**config.mk**
```make
export PLATFORM = sky130hd
export DESIGN_NAME = prog_delay_line
export DESIGN_NICKNAME = d
export VERILOG_FILES = /design/src/rtl/fft_pkg.sv /design/src/rtl/delay_tap_mux.sv /design/src/rtl/prog_delay_line.sv
export SDC_FILE = /design/constraint.sdc
export NUM_CORES = 1
export LEC_CHECK = 0
export ABC_CLOCK_PERIOD_IN_PS = 4450
export CAP_MARGIN = 20
export CORE_ASPECT_RATIO = 1.25
export CORE_MARGIN = 4
export CORE_UTILIZATION = 39
export DETAILED_ROUTE_END_ITERATION = 7
export GPL_TIMING_DRIVEN = 1
export PLACE_DENSITY_LB_ADDON = 0.15
export SYNTH_ARGS = -nofsm -noshare
export SYNTH_HDL_FRONTEND = slang
export SYNTH_HIERARCHICAL = 1
export SYNTH_SLANG_ARGS = --single-unit
```
**constraint.sdc**
```tcl
create_clock -name clk -period 4.45 [get_ports clk]
set_input_delay 0.89 -clock clk [delete_from_list [all_inputs] [get_ports clk]]
set_output_delay 0.89 -clock clk [all_outputs]
set_load 0.005 [all_outputs]
```
**src/rtl/fft_pkg.sv**
```systemverilog
// Shared FFT datapath constants and helpers used by the butterfly, commutator
// and delay blocks.
package fft_pkg;

    localparam int FFT_WIDTH    = 16;
    localparam int FFT_CHANNELS = 2;

    // Bits needed to index 'value' distinct items (ceil(log2(value))).
    function automatic int clog2(input int value);
        int r;
        r = 0;
        while ((1 << r) < value) begin
            r = r + 1;
        end
        return r;
    endfunction

    // Zero is promoted to one and anything past max_delay is pinned to it.
    function automatic int unsigned clamp_delay(input int unsigned delay,
                                                input int unsigned max_delay);
        if (delay == 0) begin
            return 1;
        end
        if (delay > max_delay) begin
            return max_delay;
        end
        return delay;
    endfunction

endpackage

```
**src/rtl/delay_tap_mux.sv**
```systemverilog
// N:1 tap selector over a flattened stage array; purely combinational.
module delay_tap_mux #(
    parameter int WIDTH_T = 33,
    parameter int N       = 16,
    parameter int SW      = 5
) (
    input  logic [N*WIDTH_T-1:0] taps,
    input  logic [SW-1:0]        sel,
    output logic [WIDTH_T-1:0]   tap
);

    always_comb begin
        tap = '0;
        for (int i = 0; i < N; i++) begin
            if (sel == SW'(i)) begin
                tap = taps[i*WIDTH_T +: WIDTH_T];
            end
        end
    end

endmodule

```
**src/rtl/prog_delay_line.sv**
```systemverilog
// Programmable multi-channel delay line: a shift register of valid-tagged
// stages with a runtime tap, stall-aware clock enable and synchronous flush.
module prog_delay_line
    import fft_pkg::*;
#(
    parameter int WIDTH     = FFT_WIDTH,
    parameter int CHANNELS  = FFT_CHANNELS,
    parameter int MAX_DELAY = 16,
    localparam int DW       = clog2(MAX_DELAY + 1)
) (
    input  logic                      clk,
    input  logic                      clr_n,
    input  logic                      flush,
    input  logic                      ce,
    input  logic [DW-1:0]             delay,
    input  logic                      in_valid,
    input  logic [CHANNELS*WIDTH-1:0] in_data,
    output logic                      out_valid,
    output logic [CHANNELS*WIDTH-1:0] out_data,
    output logic                      primed,
    output logic [DW-1:0]             fill
);

    localparam int WT = CHANNELS * WIDTH + 1;

    logic [WT-1:0]           stage [MAX_DELAY];
    logic [MAX_DELAY*WT-1:0] taps;
    logic [WT-1:0]           tap;
    logic [DW-1:0]           d_eff;
    logic [DW-1:0]           tap_sel;

    assign d_eff   = DW'(clamp_delay(32'(delay), MAX_DELAY));
    assign tap_sel = d_eff - DW'(1);

    // Each stage carries its valid bit in the MSB so it moves with the data.
    always_ff @(posedge clk or negedge clr_n) begin
        if (!clr_n) begin
            for (int i = 0; i < MAX_DELAY; i++) begin
                stage[i] <= '0;
            end
            fill <= '0;
        end else if (flush) begin
            for (int i = 0; i < MAX_DELAY; i++) begin
                stage[i] <= '0;
            end
            fill <= '0;
        end else if (ce) begin
            stage[0] <= {in_valid, in_data};
            for (int i = 1; i < MAX_DELAY; i++) begin
                stage[i] <= stage[i-1];
            end
            if (fill != DW'(MAX_DELAY)) begin
                fill <= fill + DW'(1);
            end
        end
    end

    always_comb begin
        taps = '0;
        for (int i = 0; i < MAX_DELAY; i++) begin
            taps[i*WT +: WT] = stage[i];
        end
    end

    delay_tap_mux #(
        .WIDTH_T (WT),
        .N       (MAX_DELAY),
        .SW      (DW)
    ) u_tap_mux (
        .taps (taps),
        .sel  (tap_sel),
        .tap  (tap)
    );

    assign {out_valid, out_data} = tap;
    assign primed                = (fill >= d_eff);

endmodule

```
## Word-level counts from Yosys, hierarchy flattened

Index checks and enable logic that the tools add are counted.

- Flip-flop bits (word level): 533
- Bits in writable memories: 0
- Input port bits: 42
- Bits in latches: 0
- Logic and storage cells: 70
- Memory bits (read-only): 0
- Memories: 0
- Output and inout port bits: 39

- Order comparisons: 2
- Bitwise operators: 0
- Multiplexer cells: 28
- Reductions and logical operators: 5
- Add/sub/neg operators: 2
- $mul: 0
- Divide/modulo/power cells: 0
- Eq/ne operators: 16
- Shifts and indexed selects: 0

Operator list:

| cell | count |
|---|---|
| 528-bit two-way mux | 2 |
| 33-bit two-way mux | 16 |
| 5-bit by 4-bit equality test with 1-bit output, second input constant | 8 |
| 5-bit two-way mux | 6 |
| 5-bit by 3-bit equality test with 1-bit output, second input constant | 4 |
| 5-bit by 2-bit equality test with 1-bit output, second input constant | 2 |
| 5-bit zero test | 2 |
| 5-bit by 1-bit adder with 5-bit output, second input constant | 1 |
| 5-bit by 1-bit equality test with 1-bit output, second input constant | 1 |
| 5-bit >= comparator | 1 |
| 5-bit greater-than comparator, second input constant | 1 |
| 5-bit inequality test, second input constant | 1 |
| 5-bit by 1-bit subtractor with 5-bit output, second input constant | 1 |
| 1-bit two-way mux | 4 |
| 2-bit nonzero test | 2 |
| 2-bit AND reduction | 1 |

## Logic depth before layout (Yosys ltp)

Gate-level depths: netlist of run 1.

- Depth after elaboration: 23
- Mapped depth: 13
- Mapped depth without buffers: 10

## Modules after synthesis

The synthesis of run 1 kept the hierarchy.

By module, submodules not included:

| module | area an instance (µm²) | sequential area each (µm²) | times used | cells each |
|---|---|---|---|---|
| prog_delay_line | 22068.7 | 13337.8 | 1 | 1755 |
| delay_tap_mux | 5258.8 | 0.0 | 1 | 839 |

## Least setup slack after synthesis of run 1

Ideal clock, no wire load.

- Kind: input to output
- Start point: in delay[2]
- End point: out out_data[27]
- Stages: 11
- Required time: 3.560 ns
- Path slack: 0.488 ns
- Data arrival time: 3.072 ns
- Buffers on the path: 2
- Cell sequence: nor3_1 > o21ai_0 > ha_1 > o21ai_0 > buf_6 > or3b_1 > buf_2 > nor2_4 > a221o_1 > a2111oi_0 > a21oi_1

- Cells in the longest elaborated chain, start to end: 23
- Elaborated cells on any way between the ends: 42
- Those cells by class: add/sub: 1; order compare: 1; eq/ne: 15; mux: 23; reduce/logical: 2

Ends and longest elaborated chain:

| what | line | source |
|---|---|---|
| from (decl) | prog_delay_line.sv:15 | `input logic [DW-1:0] delay,` |
| 5-bit greater-than comparator / 5-bit zero test (equally long branches) | fft_pkg.sv:24, fft_pkg.sv:21 |  |
| 1-bit two-way mux (on tied branches) | fft_pkg.sv:24, fft_pkg.sv:21 |  |
| 1-bit two-way mux / 5-bit two-way mux (equally long branches) | fft_pkg.sv:24 | `if (delay > max_delay) begin` |
| 5-bit two-way mux | fft_pkg.sv:27 | `return delay;` |
| 5-bit two-way mux (*) | fft_pkg.sv:24 |  |
| 5-bit by 1-bit subtractor with 5-bit output (*) | prog_delay_line.sv:33 | `assign tap_sel = d_eff - DW'(1);` |
| net tap_sel[0] | prog_delay_line.sv:30 | `logic [DW-1:0] tap_sel;` |
| 5-bit zero test | delay_tap_mux.sv:15 | `if (sel == SW'(i)) begin` |
| 33-bit two-way mux (15 in series) | delay_tap_mux.sv:15 |  |
| 33-bit two-way mux (*) | delay_tap_mux.sv:15 |  |
| to (decl) | prog_delay_line.sv:19 | `output logic [CHANNELS*WIDTH-1:0] out_data,` |

The timed path passes the listed nets; every way through them passes the cells marked *. The select of a mux whose other input is x is not followed.

## Worst setup path after layout of run 1

- Start point: in delay[3]
- End point: out out_data[31]

The elaborated chain is that of the path after synthesis.

==> results of run 1 <==
-- cell usage in the layout (no fill, tap or decap), types with 9 or more instances in the layout --
cell type / n
and3_1: 19
buf_2: 27
mux2i_1: 550
nand3_1: 10
nand2_1: 54
clkbuf_8: 12
o22ai_1: 61
a221o_1: 18
dfrtp_1: 533
buf_12: 55
a22oi_1: 52
nor2b_1: 33
o22a_1: 11
a32oi_1: 11
a21oi_1: 75
clkbuf_1: 10
o21ai_1: 9
a2bb2oi_1: 9
buf_6: 26
o21ai_2: 11
o21ai_0: 75
bufinv_16: 11
a22o_1: 10
nor3_1: 13
or3_1: 15
clkbuf_16: 57
o211ai_1: 13
buf_4: 212
nand2b_1: 14
inv_1: 14
nor2_1: 597
clkdlybuf4s50_1: 39
-- per-stage QoR --
step           TNS, ps  area (um^2)
6_report             0        33300
5_1_grt           -154        33300
4_1_cts           -106        33000
3_5_place_dp    -34880        30400
3_3_place_gp    -37080        30400
2_1_floorplan        0        27300
-- worst max path at each step --
| stage | startpoint | end | slack (ps) | cells past startpoint |
|---|---|---|---|---|
| 2_1_floorplan | delay[2] | out_data[27] | 490 | 11 |
| 3_3_place_gp | delay[2] | out_data[28] | -1270 | 15 |
| 3_5_place_dp | delay[2] | out_valid | -1180 | 15 |
| 4_1_cts | delay[1] | out_data[20] | -80 | 16 |
| 5_1_grt | delay[3] | out_data[31] | -40 | 15 |
| 6_report | delay[3] | out_data[31] | 30 | 15 |
-- routing by layer --
layer  wire length [um]  vias to the layer above  track usage [%]
li1                   -                     9652                -
met3               3840                      111             2.74
met1              37800                    10572             31.1
met5                  0                        -                0
met2              38300                      520             34.7
met4               1750                        0             4.80
-- synth_stat cells (13+ instances only) --
master    number  area (um^2)
nor2_1       601         2260
mux2i_1      550         5510
dfrtp_1      533        13300
o21ai_0       89          445
a21oi_1       82          410
buf_2         70          350
o22ai_1       63          394
nand2_1       61          229
clkbuf_1      60          225
a22oi_1       55          413
buf_8         50          751
nor2b_1       33          206
and3_1        19          119
a221o_1       18          180
a32oi_1       17          149
or3_1         17          106
nor3_1        16         80.1
a31oi_1       15         93.8
inv_1         15         56.3
o221ai_1      15          131
nand2b_1      14         87.6
o211ai_1      13         97.6
-- power by group through the flow --
stage                     registers (mW)  clock network (mW)  logic [mW]
after floorplan                     5.00                   0       0.903
after global routing                4.93                5.47        1.94
after CTS                           4.92                5.28        1.80
after global placement              5.01                   0        1.72
final                               4.92                5.15        1.82
after detailed placement            5.01                   0        1.73
-- repair_timing --
action                                  CTS  global route
buffers inserted                         21            11
cloned                                    2             1
endpoints found under the hold margin     0             0
resized for setup                       249            50
endpoints found under the setup margin   33            29
pin swaps                                56            40
-- sequential cells by signal (all words and copies together) (netlist names) --
register / cells
stage: 528
fill: 5
-- cell type report --
type,instances,area [um^2],share of cell area (%)
well taps,935,1170,3.52
repair buffers,375,3750,11.3
clock inverters,21,393,1.18
flip-flops and latches,533,13300,40.1
multi-input cells,1838,12900,38.8
inverters,16,73.8,0.222
clock buffers,79,1630,4.90
-- cell families (layout without fill, tap and decap cells) --
| logic type | after synthesis | after routing | synth area share (%) |
|---|---|---|---|
| xor+xnor | 3 | 3 | 0.0962 |
| simple gates | 821 | 821 | 13.2 |
| buf+inv | 223 | 491 | 6.17 |
| compound gates | 450 | 450 | 11.0 |
| fa+ha+maj | 8 | 8 | 0.366 |
| mux | 556 | 556 | 20.4 |
| flops | 533 | 533 | 48.8 |
-- critical path, cell delays in order --
cell and delay, ps:
buf_6 100, nor3_2 160, buf_4 140, o21ai_4 60, ha_4 200, xnor2_4 310, buf_6 160, or3_4 130
buf_4 150, nor2_2 50, buf_12 150, a211oi_2 320, o31a_1 300, o21ai_2 100, dlygate4sd2_1 280
==> summary.txt, run 1 <==
gpl congestion = 0.889
TritonCTS Buffers = 56
#FFs+latches synth = 533
IO Count = 81
setup slack at placement = -1180 ps
PD cells = 358 nW/um^2
fillers = 6,442
Die H = 304 um
Site Rows = 108
DP HPWL = 55,500 um
antenna violations before repair = 0
sw frac = 25.8%
CTS Root Cell = clkbuf_16
Setup violations, final = 0
Starting Density = 39.3%
1st-pass router iterations = 5
Hold Vio Cnt, Final = 0
clk slew on worst S/H paths = 60 ps
clock sinks = 533
CP required = 3560 ps
DR WL/cell = 21.5 um
Tmin final = 4420 ps
final worst path period share = 99.3%
Die Wd = 245 um
RSZ-0062 raised after global routing = yes
H-Tree Depth = 2
synthesized area per cell = 10.5 um^2
final setup margin = 31.1 ps
crit path max fanout = 7
Slew @ Worst Pin = 830 ps
asr flop ratio synth = 100%
Worst-Skew Late Latency = 620 ps
cts hold-fix bufs = 0
Antenna diodes = 0
status = complete, no violations
Clock Skews = 25.4 ps
CP Class = primary input to output pin
Port Buffers = 80
Finished Core Util = 47.9%
first-pass GRT wire length = 128,000 um
fin cells = 3,797
normalized max-slew margin = 44.6%
Vias per Instance = 5.49
f_max = 226 MHz
via count = 20,855
Detailed Route WL = 81,700 um
Logic pwr share = 15.3%
worst flop-to-flop path endpoint = fill[0]
worst flop-to-flop path startpoint = fill[0]
leakage dissipation = 16.2 nW
Final Total Pwr = 11.9 mW
Psw = 3.07 mW
pins over their slew limit = 0
crit end category = output pin
fraction of final layout cells sized beyond drive strength 1 = 18.8%
DRT iter0 DRCs = 1,568
synth-to-layout area growth = 21.7%
clock network power share = 43.3%
Final nets = 2,870
Flop pwr share = 41.4%
crit path DAT = 3530 ps
Post-Syn Area = 27,300 um^2
synth unique cells = 79
Max-Cap Viols = 0
dominant synthesized flop cell = dfrtp_1
startpoint types = primary input
worst hold slack = 297 ps
reg-to-reg slack, setup = 2990 ps
number of flops mapped to enable cells by yosys = 0
cells after synthesis = 2,594
total congestion overflow = 0
sequential fraction of the synthesis area = 48.8%
placed insts = 3,667
area of the core = 69,500 um^2
Clock Path Buffers = 3
Max VDD drop = 231 uV
ANT nets after route = 0
die area = 74,400 um^2
cells on worst reg2reg path = 5
drc violations = 0
Syn Nets = 2,644
largest net degree at the start of global routing = 110
vias in the first global route = 20,782
total track usage = 21.5%
internal cell power = 8.83 mW
YS warnings = 6
Hold Path Class = primary input to async pin
CTS tree = yes
No activity file was read; power rests on OpenSTA's default activity.
==> run 2: changes to the inputs <==
CTS_BUF_LIST = sky130_fd_sc_hd__clkbuf_8   (was default)
==> run 2 against run 1 <==
Net effect: combinational power is essentially flat; first-iteration DRC count is 5.5% higher; cell count grew 1.2%; non-clock buffer count shrank 6; sequential share of layout area up 0.41 points; critical path depth down 1; final area decreased by 1.0%; critical path type unchanged; critical endpoint unchanged.
==> summary.txt, run 2 (synthesis gave the netlist of run 1 again) <==
status = complete, no violations (unchanged)
f_max = 226 MHz (about the same)
DRT iter0 DRCs = 1,654 (was 1,568)
clk slew on worst S/H paths = 50 ps (was 60 ps)
commonest cells after routing, fill and taps aside = nor2_1, mux2i_1, dfrtp_1, buf_4, clkbuf_8 (was nor2_1, mux2i_1, dfrtp_1, buf_4)
first-pass GRT wire length = 128,000 um (about the same)
Reg area = 13,300 um^2 (unchanged)
startpoint types = primary input (unchanged)
clock sinks = 533 (unchanged)
pins over their slew limit = 0 (unchanged)
Setup violations, final = 0 (unchanged)
Vias per Instance = 5.47 (was 5.49)
gpl congestion = 0.889 (unchanged)
crit path max fanout = 5 (was 7)
internal cell power = 7.98 mW (was 8.83 mW)
DP HPWL = 55,500 um (unchanged)
Worst-Skew Late Latency = 680 ps (was 620 ps)
ANT nets after route = 0 (unchanged)
synth-to-layout area growth = 20.5% (was 21.7%)
antenna violations before repair = 1 (was 0)
Detailed Route WL = 82,200 um (was 81,700 um)
Clock Path Buffers = 3 (unchanged)
Top reg by flops = stage (unchanged)
leakage dissipation = 16.2 nW (about the same)
placed insts = 3,667 (unchanged)
total congestion overflow = 0 (unchanged)
1st-pass router iterations = 5 (unchanged)
multi-input logic area = 12,900 um^2 (about the same)
CTS tree = yes (unchanged)
CTS Root Cell = clkbuf_8 (was clkbuf_16)
Tmin final = 4420 ps (about the same)
Site Rows = 108 (unchanged)
IO Count = 81 (unchanged)
Die Wd = 245 um (unchanged)
fraction of final layout cells sized beyond drive strength 1 = 19.5% (was 18.8%)
Final Total Pwr = 11.1 mW (was 11.9 mW)
vias in the first global route = 21,121 (was 20,782)
CP top delay family = buffers and inverters (unchanged)
Buf+Inv Stages, Crit Path = 5 (was 6)
worst flop-to-flop path startpoint = fill[0] (unchanged)
largest net degree at the start of global routing = 110 (unchanged)
Slew @ Worst Pin = 847 ps (was 830 ps)
DR WL/cell = 21.4 um (was 21.5 um)
crit path DAT = 3530 ps (about the same)
crit path launch = delay[3] (unchanged)
die area = 74,400 um^2 (unchanged)
total track usage = 21.8% (was 21.5%)
Flop pwr share = 44.6% (was 41.4%)
TritonCTS Buffers = 89 (was 56)
normalized max-slew margin = 43.5% (was 44.6%)
PD cells = 336 nW/um^2 (was 358 nW/um^2)
Logic pwr share = 16.4% (was 15.3%)
drc violations = 0 (unchanged)
Largest register FFs = 528 (unchanged)
Psw = 3.08 mW (was 3.07 mW)
Final TNS setup = 0 ps (unchanged)
Hold Path Class = primary input to async pin (unchanged)
crit end category = output pin (unchanged)
Die H = 304 um (unchanged)
fin cells = 3,842 (was 3,797)
CP required = 3560 ps (about the same)
CP Class = primary input to output pin (unchanged)
via count = 21,005 (was 20,855)
fillers = 6,501 (was 6,442)
Max VDD drop = 178 uV (was 231 uV)
Crit-path slowest cell = or3b_1 (was a211oi_2)
critical path, cell by cell = buf_6, nor3_2, buf_4, o21ai_4, ha_4, xnor2_4, buf_6, or3b_1, buf_4, nor2_1, a311oi_2, o31a_1, o21ai_2, clkdlybuf4s15_1 (was buf_6, nor3_2, buf_4, o21ai_4, ha_4, xnor2_4, buf_6, or3_4, buf_4, nor2_2, buf_12, a211oi_2, o31a_1, o21ai_2, dlygate4sd2_1)
most common cell after layout, fill and taps aside = nor2_1 (unchanged)
H-Tree Depth = 3 (was 2)
Crit path largest cell delay = 360 ps (was 320 ps)
Hold Vio Cnt, Final = 0 (unchanged)
Clock Skews = 35.5 ps (was 25.4 ps)
Port Buffers = 80 (unchanged)
Regs by FF count = stage: 528 flops, fill: 5 flops (unchanged)
RSZ-0062 raised after global routing = yes (unchanged)
sw frac = 27.8% (was 25.8%)
Max-Cap Viols = 0 (unchanged)
Starting Density = 39.3% (unchanged)
final worst path period share = 99.3% (about the same)
clock network power share = 39.0% (was 43.3%)
area of the core = 69,500 um^2 (unchanged)
Final nets = 2,897 (was 2,870)
## run 2: changes by cell type in the layout (fill, tap and decap cells not counted), sizes merged
cell / delta
clkbuf: +32
inv: +28
bufinv: -9
buf: -6
clkinv: -2
clkinvlp: +2
diode: +1
dlygate4sd2: -1
## run 2: path summary, 6_finish.rpt
path / to / slack, ps / cells after the start
min in group clk: stage[20] / 520 / 2
max in group asynchronous: stage[54] / 3140 / 2
max reg2reg: fill[0] / 2970 / 5
min reg2reg: stage[20] / 520 / 2
max: out_data[31] / 30 / 14
min: fill[1] / 260 / 1
## run 2: cell type report
type,count,area share [%]
Tap cell,935,3.55
Clock buffer,110,4.60
Multi-Input combinational cell,1838,39.2
Clock inverter,40,0.684
Antenna cell,1,0.00760
Sequential cell,533,40.5
Timing Repair Buffer,369,11.2
Inverter,16,0.224
## run 2: metrics by stage
stage               setup WS [ps]  hold slack [ps]  util (%)  area, um^2
floorplan                     488              478         -       27300
global placement            -1270              499      43.7       30400
detailed placement          -1180              504      43.7       30400
CTS                         -83.7              261      47.2       32800
global route                -44.4              317      47.4       32900
finish                       31.1              262      47.4       32900
## run 2: power by group through the flow
stage	Sequential [mW]	Clock (mW)	Combinational [mW]
2_1_floorplan	5.00	0	0.903
3_3_place_gp	5.01	0	1.72
3_5_place_dp	5.01	0	1.73
4_1_cts	4.93	4.46	1.80
5_1_grt	4.93	4.66	1.93
6_report	4.93	4.32	1.81
## run 2: repair_timing
action	CTS	global route
hold endpoints to repair	0	0
setup buffers	21	6
hold buffers	0	0
pin swaps	56	43
gates resized for setup	250	48
setup endpoints to repair	33	29
cloned	2	0
## run 2: layer usage
metal	routed length [um]	vias up	global-route usage (%)
met5	0	-	0
met4	2140	0	6.93
met3	4130	127	3.20
met2	38100	601	34.3
met1	37900	10565	31.0
li1	-	9712	-
==> run 3: changes to the inputs <==
CTS_BUF_LIST = sky130_fd_sc_hd__clkbuf_4 sky130_fd_sc_hd__clkbuf_8   (was sky130_fd_sc_hd__clkbuf_8)
==> run 3 against run 2 <==
Net effect: routed wire length down 0.14%; sequential power is essentially flat; non-clock buffer count stayed put; combinational power about the same; critical endpoint is now out_data[17]; highest routed layer unchanged.
==> summary.txt, run 3 (synthesis gave the netlist of run 1 again) <==
metal2 WL = 37,900 um (was 38,100 um)
final worst path period share = 99.5% (was 99.3%)
most common cell after layout, fill and taps aside = nor2_1 (unchanged)
drc violations = 0 (unchanged)
Port Buffers = 80 (unchanged)
Site Rows = 108 (unchanged)
DP HPWL = 55,500 um (unchanged)
Setup violations, final = 0 (unchanged)
Regs by FF count = stage: 528 flops, fill: 5 flops (unchanged)
crit path DAT = 3540 ps (was 3530 ps)
Starting Density = 39.3% (unchanged)
DRT iter0 DRCs = 1,723 (was 1,654)
gpl congestion = 0.889 (unchanged)
CTS Root Cell = clkbuf_8 (unchanged)
pins over their slew limit = 0 (unchanged)
PD cells = 342 nW/um^2 (was 336 nW/um^2)
f_max = 226 MHz (about the same)
Clock Skews = 33.4 ps (was 35.5 ps)
largest net degree at the start of global routing = 110 (unchanged)
RSZ-0062 raised after global routing = yes (unchanged)
Worst-Skew Late Latency = 680 ps (about the same)
Crit-path slowest cell = or3b_4 (was or3b_1)
worst hold slack = 252 ps (was 262 ps)
Die H = 304 um (unchanged)
Vias per Instance = 5.44 (was 5.47)
status = complete, no violations (unchanged)
normalized max-slew margin = 43.6% (was 43.5%)
TritonCTS Buffers = 89 (unchanged)
1st-pass router iterations = 7 (was 5)
area of the core = 69,500 um^2 (unchanged)
setup slack at placement = -1180 ps (unchanged)
clock sinks = 533 (unchanged)
ANT nets after route = 0 (unchanged)
startpoint types = primary input (unchanged)
Largest register FFs = 528 (unchanged)
Tmin final = 4430 ps (was 4420 ps)
synth-to-layout area growth = 20.9% (was 20.5%)
Final nets = 2,897 (unchanged)
Top reg by flops = stage (unchanged)
Hold Vio Cnt, Final = 0 (unchanged)
Die Wd = 245 um (unchanged)
crit end category = output pin (unchanged)
Detailed Route WL = 82,100 um (was 82,200 um)
fraction of final layout cells sized beyond drive strength 1 = 20.5% (was 19.5%)
total track usage = 21.7% (was 21.8%)
leakage dissipation = 16.2 nW (about the same)
Crit path largest cell delay = 520 ps (was 360 ps)
critical path, cell by cell = buf_6, nor3_2, buf_4, o21ai_4, ha_4, xnor2_4, or3b_4, buf_4, nor3_2, a2111o_1, o211ai_1, o211ai_1, buf_2 (was buf_6, nor3_2, buf_4, o21ai_4, ha_4, xnor2_4, buf_6, or3b_1, buf_4, nor2_1, a311oi_2, o31a_1, o21ai_2, clkdlybuf4s15_1)
IO Count = 81 (unchanged)
Max-Cap Viols = 0 (unchanged)
total congestion overflow = 0 (unchanged)
DR WL/cell = 21.4 um (about the same)
CTS tree = yes (unchanged)
first-pass GRT wire length = 128,000 um (about the same)
via count = 20,891 (was 21,005)
Hold Path Class = primary input to async pin (unchanged)
die area = 74,400 um^2 (unchanged)
final setup margin = 21.3 ps (was 31.1 ps)
Slew @ Worst Pin = 846 ps (was 847 ps)
Max VDD drop = 179 uV (was 178 uV)
CP required = 3560 ps (about the same)
Finished Core Util = 47.6% (was 47.4%)
fillers = 6,487 (was 6,501)
Top Layer Used = met4 (unchanged)
clk slew on worst S/H paths = 50 ps (about the same)
commonest cells after routing, fill and taps aside = nor2_1, mux2i_1, dfrtp_1, buf_4, clkbuf_8 (unchanged)
antenna violations before repair = 1 (unchanged)
crit path max fanout = 5 (unchanged)
wl on met1 = 38,000 um (was 37,900 um)
H-Tree Depth = 3 (unchanged)
Final Total Pwr = 11.3 mW (was 11.1 mW)
Clock Path Buffers = 3 (unchanged)
met3 wire len = 4030 um (was 4130 um)
CP Class = primary input to output pin (unchanged)
vias in the first global route = 21,138 (was 21,121)
run 3: per-layer routing:
| metal | vias up | GRT usage (%) |
|---|---|---|
| met3 | 130 | 3.20 |
| met5 | - | 0 |
| li1 | 9709 | - |
| met1 | 10515 | 31.0 |
| met4 | 0 | 6.96 |
| met2 | 537 | 34.3 |
run 3: power breakdown:
group | leakage [nW] | internal (mW) | switching, mW | total [mW]
clock network | 0.972 | 2.56 | 1.99 | 4.55
logic | 7.79 | 0.772 | 1.04 | 1.81
registers | 7.41 | 4.89 | 0.0406 | 4.93
total | 16.2 | 8.22 | 3.07 | 11.3
run 3: stage by stage:
step	instance area (um^2)	TNS, ps	cells
finish	33000	0	3842
detailed placement	30400	-34880	3667
global route	33000	-151	3842
global placement	30400	-37080	3667
floorplan	27300	0	2594
CTS	32900	-121	3839
run 3: cell type report:
class	count	area [um^2]	area share, %
Sequential cell	533	13300	40.4
Timing Repair Buffer	369	3680	11.2
Inverter	16	73.8	0.223
Antenna cell	1	2.50	0.00757
Clock buffer	138	1720	5.22
Tap cell	935	1170	3.54
Clock inverter	12	120	0.364
Multi-Input combinational cell	1838	12900	39.1
run 3: path summary, 6_finish.rpt:
check                          start           end  slack, ps  cells past startpoint
max                         delay[3]  out_data[17]         20                     13
min                            clr_n       fill[1]        250                      1
max reg2reg                  fill[0]       fill[0]       2970                      5
min reg2reg                stage[20]     stage[20]        530                      2
max in group asynchronous      clr_n    stage[215]       3150                      2
min in group clk           stage[20]     stage[20]        530                      2
run 3: timing repair:
item	4_1_cts	5_1_grt
pin swaps	56	43
setup buffers	21	6
setup endpoints to repair	33	29
resized for setup	250	48
hold buffers	0	0
cloned	2	0
run 3: critical path: cells and delay by family:
family | cells | cell delay [ps]
adder cells (fa/ha/maj) | 1 | 200
AND/OR/NAND/NOR | 3 | 880
buffers and inverters | 4 | 610
AO/OA/AOI/OAI | 4 | 630
XOR/XNOR | 1 | 320
